===== config.mk =====
export PLATFORM = sky130hd
export DESIGN_NAME = tile_ram_scheduler_flat
export DESIGN_NICKNAME = d
export VERILOG_FILES = /design/src/rtl/snake_vga_pkg.sv /design/src/rtl/tile_ram_scheduler_if.sv /design/src/rtl/tile_ram_scheduler_addr_calc.sv /design/src/rtl/tile_ram_scheduler.sv /design/src/flat_wrapper.sv
export SDC_FILE = /design/constraint.sdc
export NUM_CORES = 1
export LEC_CHECK = 0
export CORE_MARGIN = 2
export CORE_UTILIZATION = 39
export CTS_BUF_LIST = sky130_fd_sc_hd__clkbuf_4 sky130_fd_sc_hd__clkbuf_8
export DETAILED_ROUTE_END_ITERATION = 8
export PLACE_DENSITY = 0.9
export SLEW_MARGIN = 20
export SYNTH_ARGS = -nofsm -noshare
export SYNTH_HDL_FRONTEND = slang
export SYNTH_HIERARCHICAL = 1
export SYNTH_SLANG_ARGS = --single-unit

===== constraint.sdc =====
create_clock -name clk -period 2.45 [get_ports clk]
set_input_delay 0.49 -clock clk [delete_from_list [all_inputs] [get_ports clk]]
set_output_delay 0.49 -clock clk [all_outputs]
set_load 0.005 [all_outputs]

===== src/rtl/snake_vga_pkg.sv =====
// Shared constants and types for the snake VGA tile pipeline: screen geometry,
// tile codes and the RAM scheduler state encoding.
package snake_vga_pkg;

  localparam int H_TILES   = 40;
  localparam int TILE_LOG2 = 4;
  localparam int V_ACTIVE  = 480;
  localparam int V_LAST    = 524;

  typedef enum logic [1:0] {
    EMPTY = 2'd0,
    BODY  = 2'd1,
    HEAD  = 2'd2,
    APPLE = 2'd3
  } tile_code_e;

  typedef enum logic {
    ST_RENDER = 1'b0,
    ST_GRANT  = 1'b1
  } sched_state_e;

  // True on the single pixel-enabled cycle that starts the given line.
  function automatic logic line_start(input logic p_tick, input logic [9:0] x,
                                      input logic [9:0] y, input logic [9:0] line);
    return p_tick && (y == line) && (x == 10'd0);
  endfunction

endpackage


===== src/rtl/tile_ram_scheduler_if.sv =====
// Bundle of VGA timing, game-side and RAM-side signals around the scheduler.
// slave = the scheduler itself, master = whoever drives timing and game inputs.
interface tile_ram_scheduler_if #(
  parameter int ADDR_W  = 11,
  parameter int TILE_W  = 2,
  parameter int SPEED_W = 4
) ();

  logic              p_tick;
  logic [9:0]        x;
  logic [9:0]        y;
  logic              video_on;
  logic [SPEED_W-1:0] speed;
  logic              pause;
  logic [ADDR_W-1:0] game_addr;
  logic              game_we;
  logic [TILE_W-1:0] game_wdata;
  logic              game_done;
  logic              step;
  logic              game_gnt;
  logic              overrun;
  logic [ADDR_W-1:0] ram_addr;
  logic              ram_we;
  logic [TILE_W-1:0] ram_wdata;

  modport slave (
    input  p_tick, x, y, video_on, speed, pause,
    input  game_addr, game_we, game_wdata, game_done,
    output step, game_gnt, overrun, ram_addr, ram_we, ram_wdata
  );

  modport master (
    output p_tick, x, y, video_on, speed, pause,
    output game_addr, game_we, game_wdata, game_done,
    input  step, game_gnt, overrun, ram_addr, ram_we, ram_wdata
  );

endinterface


===== src/rtl/tile_ram_scheduler_addr_calc.sv =====
// Combinational pixel (x,y) to tile-RAM index; shared with the renderer.
module tile_addr_calc #(
  parameter int H_TILES   = 40,
  parameter int TILE_LOG2 = 4,
  parameter int ADDR_W    = 11
) (
  input  logic [9:0]        x,
  input  logic [9:0]        y,
  output logic [ADDR_W-1:0] addr
);

  logic [ADDR_W-1:0] row;
  logic [ADDR_W-1:0] col;
  logic [ADDR_W-1:0] row_base;

  assign row = ADDR_W'(y >> TILE_LOG2);
  assign col = ADDR_W'(x >> TILE_LOG2);

  // 40 tiles per row is a shift-add, so no multiplier is needed on the default geometry.
  generate
    if (H_TILES == 40) begin : g_shift_add
      assign row_base = (row << 5) + (row << 3);
    end else begin : g_mult
      assign row_base = ADDR_W'(row * H_TILES);
    end
  endgenerate

  assign addr = row_base + col;

endmodule


===== src/rtl/tile_ram_scheduler.sv =====
// Arbitrates the single-port tile RAM: renderer during video, game logic for
// one blanking window every speed+1 frames.
module tile_ram_scheduler
  import snake_vga_pkg::*;
#(
  parameter int H_TILES   = snake_vga_pkg::H_TILES,
  parameter int TILE_LOG2 = snake_vga_pkg::TILE_LOG2,
  parameter int ADDR_W    = 11,
  parameter int TILE_W    = 2,
  parameter int V_ACTIVE  = snake_vga_pkg::V_ACTIVE,
  parameter int V_LAST    = snake_vga_pkg::V_LAST,
  parameter int SPEED_W   = 4
) (
  input  logic               clk,
  input  logic               reset,
  tile_ram_scheduler_if.slave bus
);

  localparam logic [9:0] V_ACTIVE_Y = 10'(V_ACTIVE);
  localparam logic [9:0] V_LAST_Y   = 10'(V_LAST);

  sched_state_e       state_q, state_d;
  logic [SPEED_W-1:0] fcnt_q, fcnt_d;
  logic               step_q, step_d;
  logic               overrun_q, overrun_d;
  logic [ADDR_W-1:0]  ram_addr_q, ram_addr_d;
  logic               ram_we_q, ram_we_d;
  logic [TILE_W-1:0]  ram_wdata_q, ram_wdata_d;

  logic              frame_end;
  logic              win_close;
  logic              gnt;
  logic [ADDR_W-1:0] render_addr;

  assign frame_end = line_start(bus.p_tick, bus.x, bus.y, V_ACTIVE_Y);
  assign win_close = line_start(bus.p_tick, bus.x, bus.y, V_LAST_Y);
  assign gnt       = (state_q == ST_GRANT);

  tile_addr_calc #(
    .H_TILES   (H_TILES),
    .TILE_LOG2 (TILE_LOG2),
    .ADDR_W    (ADDR_W)
  ) u_addr_calc (
    .x    (bus.x),
    .y    (bus.y),
    .addr (render_addr)
  );

  always_comb begin
    state_d   = state_q;
    fcnt_d    = fcnt_q;
    step_d    = 1'b0;
    overrun_d = overrun_q;
    case (state_q)
      ST_RENDER: begin
        // fcnt may sit above a newly lowered speed; it then wraps through zero.
        if (frame_end && !bus.pause) begin
          if (fcnt_q == bus.speed) begin
            fcnt_d  = '0;
            step_d  = 1'b1;
            state_d = ST_GRANT;
          end else begin
            fcnt_d = fcnt_q + 1'b1;
          end
        end
      end
      ST_GRANT: begin
        if (bus.game_done) begin
          state_d = ST_RENDER;
        end else if (win_close) begin
          overrun_d = 1'b1;
          state_d   = ST_RENDER;
        end
      end
      default: state_d = ST_RENDER;
    endcase
  end

  always_comb begin
    ram_addr_d  = ram_addr_q;
    ram_we_d    = 1'b0;
    ram_wdata_d = '0;
    if (gnt) begin
      ram_addr_d  = bus.game_addr;
      ram_we_d    = bus.game_we;
      ram_wdata_d = bus.game_wdata;
    end else if (bus.video_on) begin
      // Address is held through blanking to avoid needless toggling.
      ram_addr_d = render_addr;
    end
  end

  always_ff @(posedge clk) begin
    if (!reset) begin
      state_q     <= ST_RENDER;
      fcnt_q      <= '0;
      step_q      <= 1'b0;
      overrun_q   <= 1'b0;
      ram_addr_q  <= '0;
      ram_we_q    <= 1'b0;
      ram_wdata_q <= '0;
    end else begin
      state_q     <= state_d;
      fcnt_q      <= fcnt_d;
      step_q      <= step_d;
      overrun_q   <= overrun_d;
      ram_addr_q  <= ram_addr_d;
      ram_we_q    <= ram_we_d;
      ram_wdata_q <= ram_wdata_d;
    end
  end

  assign bus.step      = step_q;
  assign bus.game_gnt  = gnt;
  assign bus.overrun   = overrun_q;
  assign bus.ram_addr  = ram_addr_q;
  assign bus.ram_we    = ram_we_q;
  assign bus.ram_wdata = ram_wdata_q;

endmodule

===== src/flat_wrapper.sv =====
// flat-port wrapper written by rule: the top's interface ports become plain ports
module tile_ram_scheduler_flat import snake_vga_pkg::*;
#(
  parameter int H_TILES   = snake_vga_pkg::H_TILES,
  parameter int TILE_LOG2 = snake_vga_pkg::TILE_LOG2,
  parameter int ADDR_W    = 11,
  parameter int TILE_W    = 2,
  parameter int V_ACTIVE  = snake_vga_pkg::V_ACTIVE,
  parameter int V_LAST    = snake_vga_pkg::V_LAST,
  parameter int SPEED_W   = 4
)
  (clk, reset, bus_p_tick, bus_x, bus_y, bus_video_on, bus_speed, bus_pause, bus_game_addr, bus_game_we, bus_game_wdata, bus_game_done, bus_step, bus_game_gnt, bus_overrun, bus_ram_addr, bus_ram_we, bus_ram_wdata);
  tile_ram_scheduler_if #(.ADDR_W(ADDR_W), .TILE_W(TILE_W), .SPEED_W(SPEED_W)) bus_i ();
  input  logic clk;
  input  logic reset;
  input wire logic [$bits(bus_i.p_tick)-1:0] bus_p_tick;
  input wire logic [$bits(bus_i.x)-1:0] bus_x;
  input wire logic [$bits(bus_i.y)-1:0] bus_y;
  input wire logic [$bits(bus_i.video_on)-1:0] bus_video_on;
  input wire logic [$bits(bus_i.speed)-1:0] bus_speed;
  input wire logic [$bits(bus_i.pause)-1:0] bus_pause;
  input wire logic [$bits(bus_i.game_addr)-1:0] bus_game_addr;
  input wire logic [$bits(bus_i.game_we)-1:0] bus_game_we;
  input wire logic [$bits(bus_i.game_wdata)-1:0] bus_game_wdata;
  input wire logic [$bits(bus_i.game_done)-1:0] bus_game_done;
  output wire logic [$bits(bus_i.step)-1:0] bus_step;
  output wire logic [$bits(bus_i.game_gnt)-1:0] bus_game_gnt;
  output wire logic [$bits(bus_i.overrun)-1:0] bus_overrun;
  output wire logic [$bits(bus_i.ram_addr)-1:0] bus_ram_addr;
  output wire logic [$bits(bus_i.ram_we)-1:0] bus_ram_we;
  output wire logic [$bits(bus_i.ram_wdata)-1:0] bus_ram_wdata;
  assign bus_i.p_tick = bus_p_tick;
  assign bus_i.x = bus_x;
  assign bus_i.y = bus_y;
  assign bus_i.video_on = bus_video_on;
  assign bus_i.speed = bus_speed;
  assign bus_i.pause = bus_pause;
  assign bus_i.game_addr = bus_game_addr;
  assign bus_i.game_we = bus_game_we;
  assign bus_i.game_wdata = bus_game_wdata;
  assign bus_i.game_done = bus_game_done;
  assign bus_step = bus_i.step;
  assign bus_game_gnt = bus_i.game_gnt;
  assign bus_overrun = bus_i.overrun;
  assign bus_ram_addr = bus_i.ram_addr;
  assign bus_ram_we = bus_i.ram_we;
  assign bus_ram_wdata = bus_i.ram_wdata;
  tile_ram_scheduler #(.H_TILES(H_TILES), .TILE_LOG2(TILE_LOG2), .ADDR_W(ADDR_W), .TILE_W(TILE_W), .V_ACTIVE(V_ACTIVE), .V_LAST(V_LAST), .SPEED_W(SPEED_W)) u_core (.clk(clk), .reset(reset), .bus(bus_i));
endmodule

Yosys cells after proc, flatten, opt, wreduce, memory -nomap -nowiden --
Cells that the tools add are included.
Word-level totals: output and inout port bits 17, flip-flop bits (word level) 21, logic and storage cells 36, input port bits 44
Cells by class: bitwise logic cells 3, add/sub/neg operators 3, mux-type cells 8, equal/unequal tests 3, reduce and logical (&&, ||, !) cells 12
Operators by type and width (count):
- $mux 11 | 2
- $add 11x6->11 | 1
- $add 11x9->11 | 1
- $eq 10x10->1 const B | 1
- $eq 10x9->1 const B | 1
- $logic_not 10->1 | 1
- $logic_and 1x1->1 | 5
- $add 4x1->4 const B | 1
- $eq 4x4->1 | 1
- $mux 1 | 4
- $mux 4 | 1
- $reduce_and 2->1 | 2
- $not 1->1 | 3
- $reduce_and 3->1 | 1
- $pmux 1 s2 | 1
- $reduce_bool 2->1 | 1
- $reduce_or 2->1 | 1
- $logic_not 1->1 | 1

Longest topological paths before layout --
depth in word-level cells 6, gate-level depth with buffers 11, gate-level depth less buffers 11

Hierarchy --
The synthesis kept the hierarchy.
By module, submodules not included:
- tile_ram_scheduler | area an instance 1007.2 um^2, times used 1, cells an instance 118, seq. area each 420.4 um^2
- tile_addr_calc | area an instance 417.9 um^2, times used 1, cells an instance 53, seq. area each 0.0 um^2

Least setup slack after synthesis --
OpenSTA, ideal clock, no wires.
kind in2reg, start point input bus_y[4], end point register u_core.ram_addr_q[9], in the netlist u_core/bus.ram_addr[9], data arrival time 2.390 ns, stages 11, setup time 0.065 ns, path slack -0.005 ns, cells stage by stage inv_1 > fa_1 > inv_1 > ha_1 > a211oi_1 > or4b_1 > o2111ai_1 > mux2i_1 > nor2_1 > a21oi_1 > nor2_1
On the way: word-level cells in the longest chain between the ends 4
RTL lines:
- from (decl) | line flat_wrapper.sv:18 | input wire logic [$bits(bus_i.y)-1:0] bus_y;
- $add 11x9->11 | line tile_ram_scheduler_addr_calc.sv:22 | assign row_base = (row << 5) + (row << 3);
- $add 11x6->11 | line tile_ram_scheduler_addr_calc.sv:28 | assign addr = row_base + col;
- named net u_core.render_addr[9] | line tile_ram_scheduler.sv:33 | logic [ADDR_W-1:0] render_addr;
- $mux 11 | line tile_ram_scheduler.sv:87 | end else if (bus.video_on) begin
- $mux 11 | line tile_ram_scheduler.sv:83 | if (gnt) begin
- to (signal assigned) | line tile_ram_scheduler.sv:107 | ram_addr_q <= ram_addr_d;
- to (decl) | line tile_ram_scheduler.sv:26 | logic [ADDR_W-1:0] ram_addr_q, ram_addr_d;
The timed path passes the listed nets, and every way through them passes these cells. The select of a mux whose other input is x is not followed. A chain may end at the register's enable or synchronous reset.

Worst setup path in the final report --
Same ends and word-level chain as after synthesis.

==> flow_summary.toml <==
[finish]
fin_area_um2 = 2300
multi_input_area_um2 = 1010
area_delta_synth_final_pct = 61.2
seqCellArea_um2 = 420
antenna_cells = 0
drive_gt1_share_pct = 19.1
nets = 305
fillers = 296

[sta]
fmax_ghz = 0.424
fin_crit_sh_pct = 96.3
slew_headroom_pct = 65.3
final_hold_viol_count = 0
finalSetupViolCount = 0
skew_ns = 0.00188
period_minus_slack_ns = 2.36
drv_slew = 0
worst_pin_slew_ns = 0.520

[synth]
ys_warn_count = 6
async_flop_share_pct = 0
synth_top_cell_by_area = "dfxtp_1"
ys_types = 40
synth_largest_type_area_fraction_pct = 29.5
synth-seq-cells = 21
ys_top_cells_by_count = "nor2_1, dfxtp_1, a21oi_1"
yosysMostFrequentCell = "nor2_1"
synth_nets = 229
ys.flop_type = "dfxtp_1"
avgSynthCellArea_um2 = 8.33
synth_cells = 171
synth_area_leaders = "dfxtp_1, ha_1, mux2i_1"
synth_edf_count = 0
synth_area_um2 = 1430
seq_area_frac_synth_pct = 29.5

[worst_setup_path]
arrival_ns = 2.61
critPathMaxFanout = 2
slowest_stage = "fa_2"
critPathKind = "in -> reg"
end_kind = "register"
critPathMaxStageDelay_ns = 0.58
path_cells = "clkbuf_2, inv_2, fa_2, inv_2, ha_4, a211oi_2, or4b_4, o2111ai_2, mux2i_1, nor2_1, a21oi_1, nor2_1"
worstSetupStartpointType = "input pin"
worstPathRequired_ns = 2.70

[grt]
track_usage_pct = 20.8
grt.overflow.total = 0
grt_antenna_before_repair = 0
grt_pass1_vias = 1550
grt_pass1_wl_um = 6760
grt_max_degree = 25

[power_and_ir_drop]
p_leak_nw = 0.978
power_mw = 0.916
p_per_area_nw_per_um2 = 399
worst_ir_drop_vdd_uv = 416

[route]
via_count = 1525
wl_um = 4290
route.detailed.drc = 0
antenna_left = 0
vias_per_cell = 5.22
dr.pass1.iters = 4
dr.first_iter.drc_count = 59
wl_per_cell_um = 14.7

[placed_design]
port_buffers = 60
gp_congestion = 0.835
dpl.hpwl_um = 3220
placed_area_um2 = 2200

[clock_network]
numCtsBuffers = 3
cts.clk_slew.worst_paths_ns = 0.12
h-tree-depth = 1
cts_tree = "done"
clk_latency_ns = 0.31
cts_sinks = 21
cts_buffer_depth = 2
hold_buffers = 0
cts_root_buf = "clkbuf_4"

[flow_run]
drv_cap = 0

[die]
initial_core_util_pct = 41.7
die_width_um = 64.5
fp.coreArea_um2 = 3420
die-area_um2 = 4150
die_h_um = 64.5
rows = 21
pin_count = 61

[status]
status = "completed"

[worst_hold_path]
hold_path_class = "reg -> reg"
cell type report:
| cell class | count | share of cell area, % |
|---|---|---|
| multi-input cells | 131 | 44.1 |
| repair buffers | 80 | 32.2 |
| flip-flops and latches | 21 | 18.3 |
| well taps | 46 | 2.51 |
| inverters | 10 | 1.63 |
| clock buffers | 4 | 1.31 |
cell families after synthesis:
| kind of cell | after synthesis | share of synthesized area [%] |
|---|---|---|
| compound gates | 36 | 15.6 |
| fa+ha+maj | 14 | 13.3 |
| buf+inv | 19 | 5.79 |
| flops | 21 | 29.5 |
| xor+xnor | 6 | 3.69 |
| mux | 11 | 7.73 |
| simple gates | 64 | 24.3 |
worst paths after layout:
kind                                           from                      to  slack [ns]  cells past startpoint
worst max-delay path                       bus_y[4]  u_core/bus.ram_addr[9]        0.09                     12
worst min register to register   u_core/bus.overrun      u_core/bus.overrun        0.50                      1
worst max register to register  u_core/bus.game_gnt        u_core/fcnt_q[0]        0.91                      3
worst min-delay path             u_core/bus.overrun      u_core/bus.overrun        0.50                      1
layout by cell type (no fill, tap or decap), types with 3 or more instances in the layout:
cell type        count
nand4_1              3
ha_2                 3
and3_1               3
dfxtp_1             21
nor2_1              29
inv_2                4
inv_1                6
ha_4                 4
nor2b_1              4
nor4_1               4
clkdlybuf4s50_1     54
xnor2_1              6
nand2_1              3
clkbuf_2             3
clkbuf_4             4
mux2i_1             11
ha_1                 5
nand3_1              4
o21ai_0              4
buf_4               20
a21oi_1             17
critical path: cells and delay by family:
kind / cells / cell delay, ns
fa+ha+maj: 2 / 0.84
simple gates: 3 / 0.73
compound gates: 3 / 0.23
buf+inv: 3 / 0.21
mux: 1 / 0.10
stage by stage:
step,utilization [%],setup TNS (ns),instances,worst slack [ns],hold slack (ns)
finish,67.3,0,292,0.0914,0.504
global route,67.3,-0.0121,292,-0.0121,0.526
CTS,65.6,0,291,0.00204,0.512
detailed placement,64.4,-3.07,287,-0.673,0.484
global placement,64.4,-2.57,287,-0.539,0.446
floorplan,-,0,171,0.0169,0.464
sequential cells by signal, summed over array words and instances, names as in the netlist:
name                  count
u_core/bus.overrun        1
u_core/bus.ram_wdata      2
u_core/bus.ram_we         1
u_core/bus.game_gnt       1
u_core/bus.ram_addr      11
u_core/fcnt_q             4
u_core/bus.step           1
where the power goes:
group,leakage [nW],internal (mW),switching [mW],total (mW)
sequential,0.171,0.360,0.00836,0.368
combinational,0.788,0.214,0.150,0.365
clock,0.0184,0.0748,0.108,0.183
total,0.978,0.649,0.267,0.916
layer usage:
metal  routed length, µm  track usage, %  part of all wire (%)  vias up
met5                   0               0                     0        -
met4                  97            7.71                   2.3        0
met3                 335            6.25                   7.8       10
met2                2150            36.8                    50       59
met1                1700            23.5                    40      696
li1                    -               -                     -      760
repair_timing:
action	4_1_cts	5_1_grt
setup endpoints to repair	5	3
buffers inserted	0	1
resized for setup	12	17
pin swaps	4	4
Power figures use the tool's default switching activity.
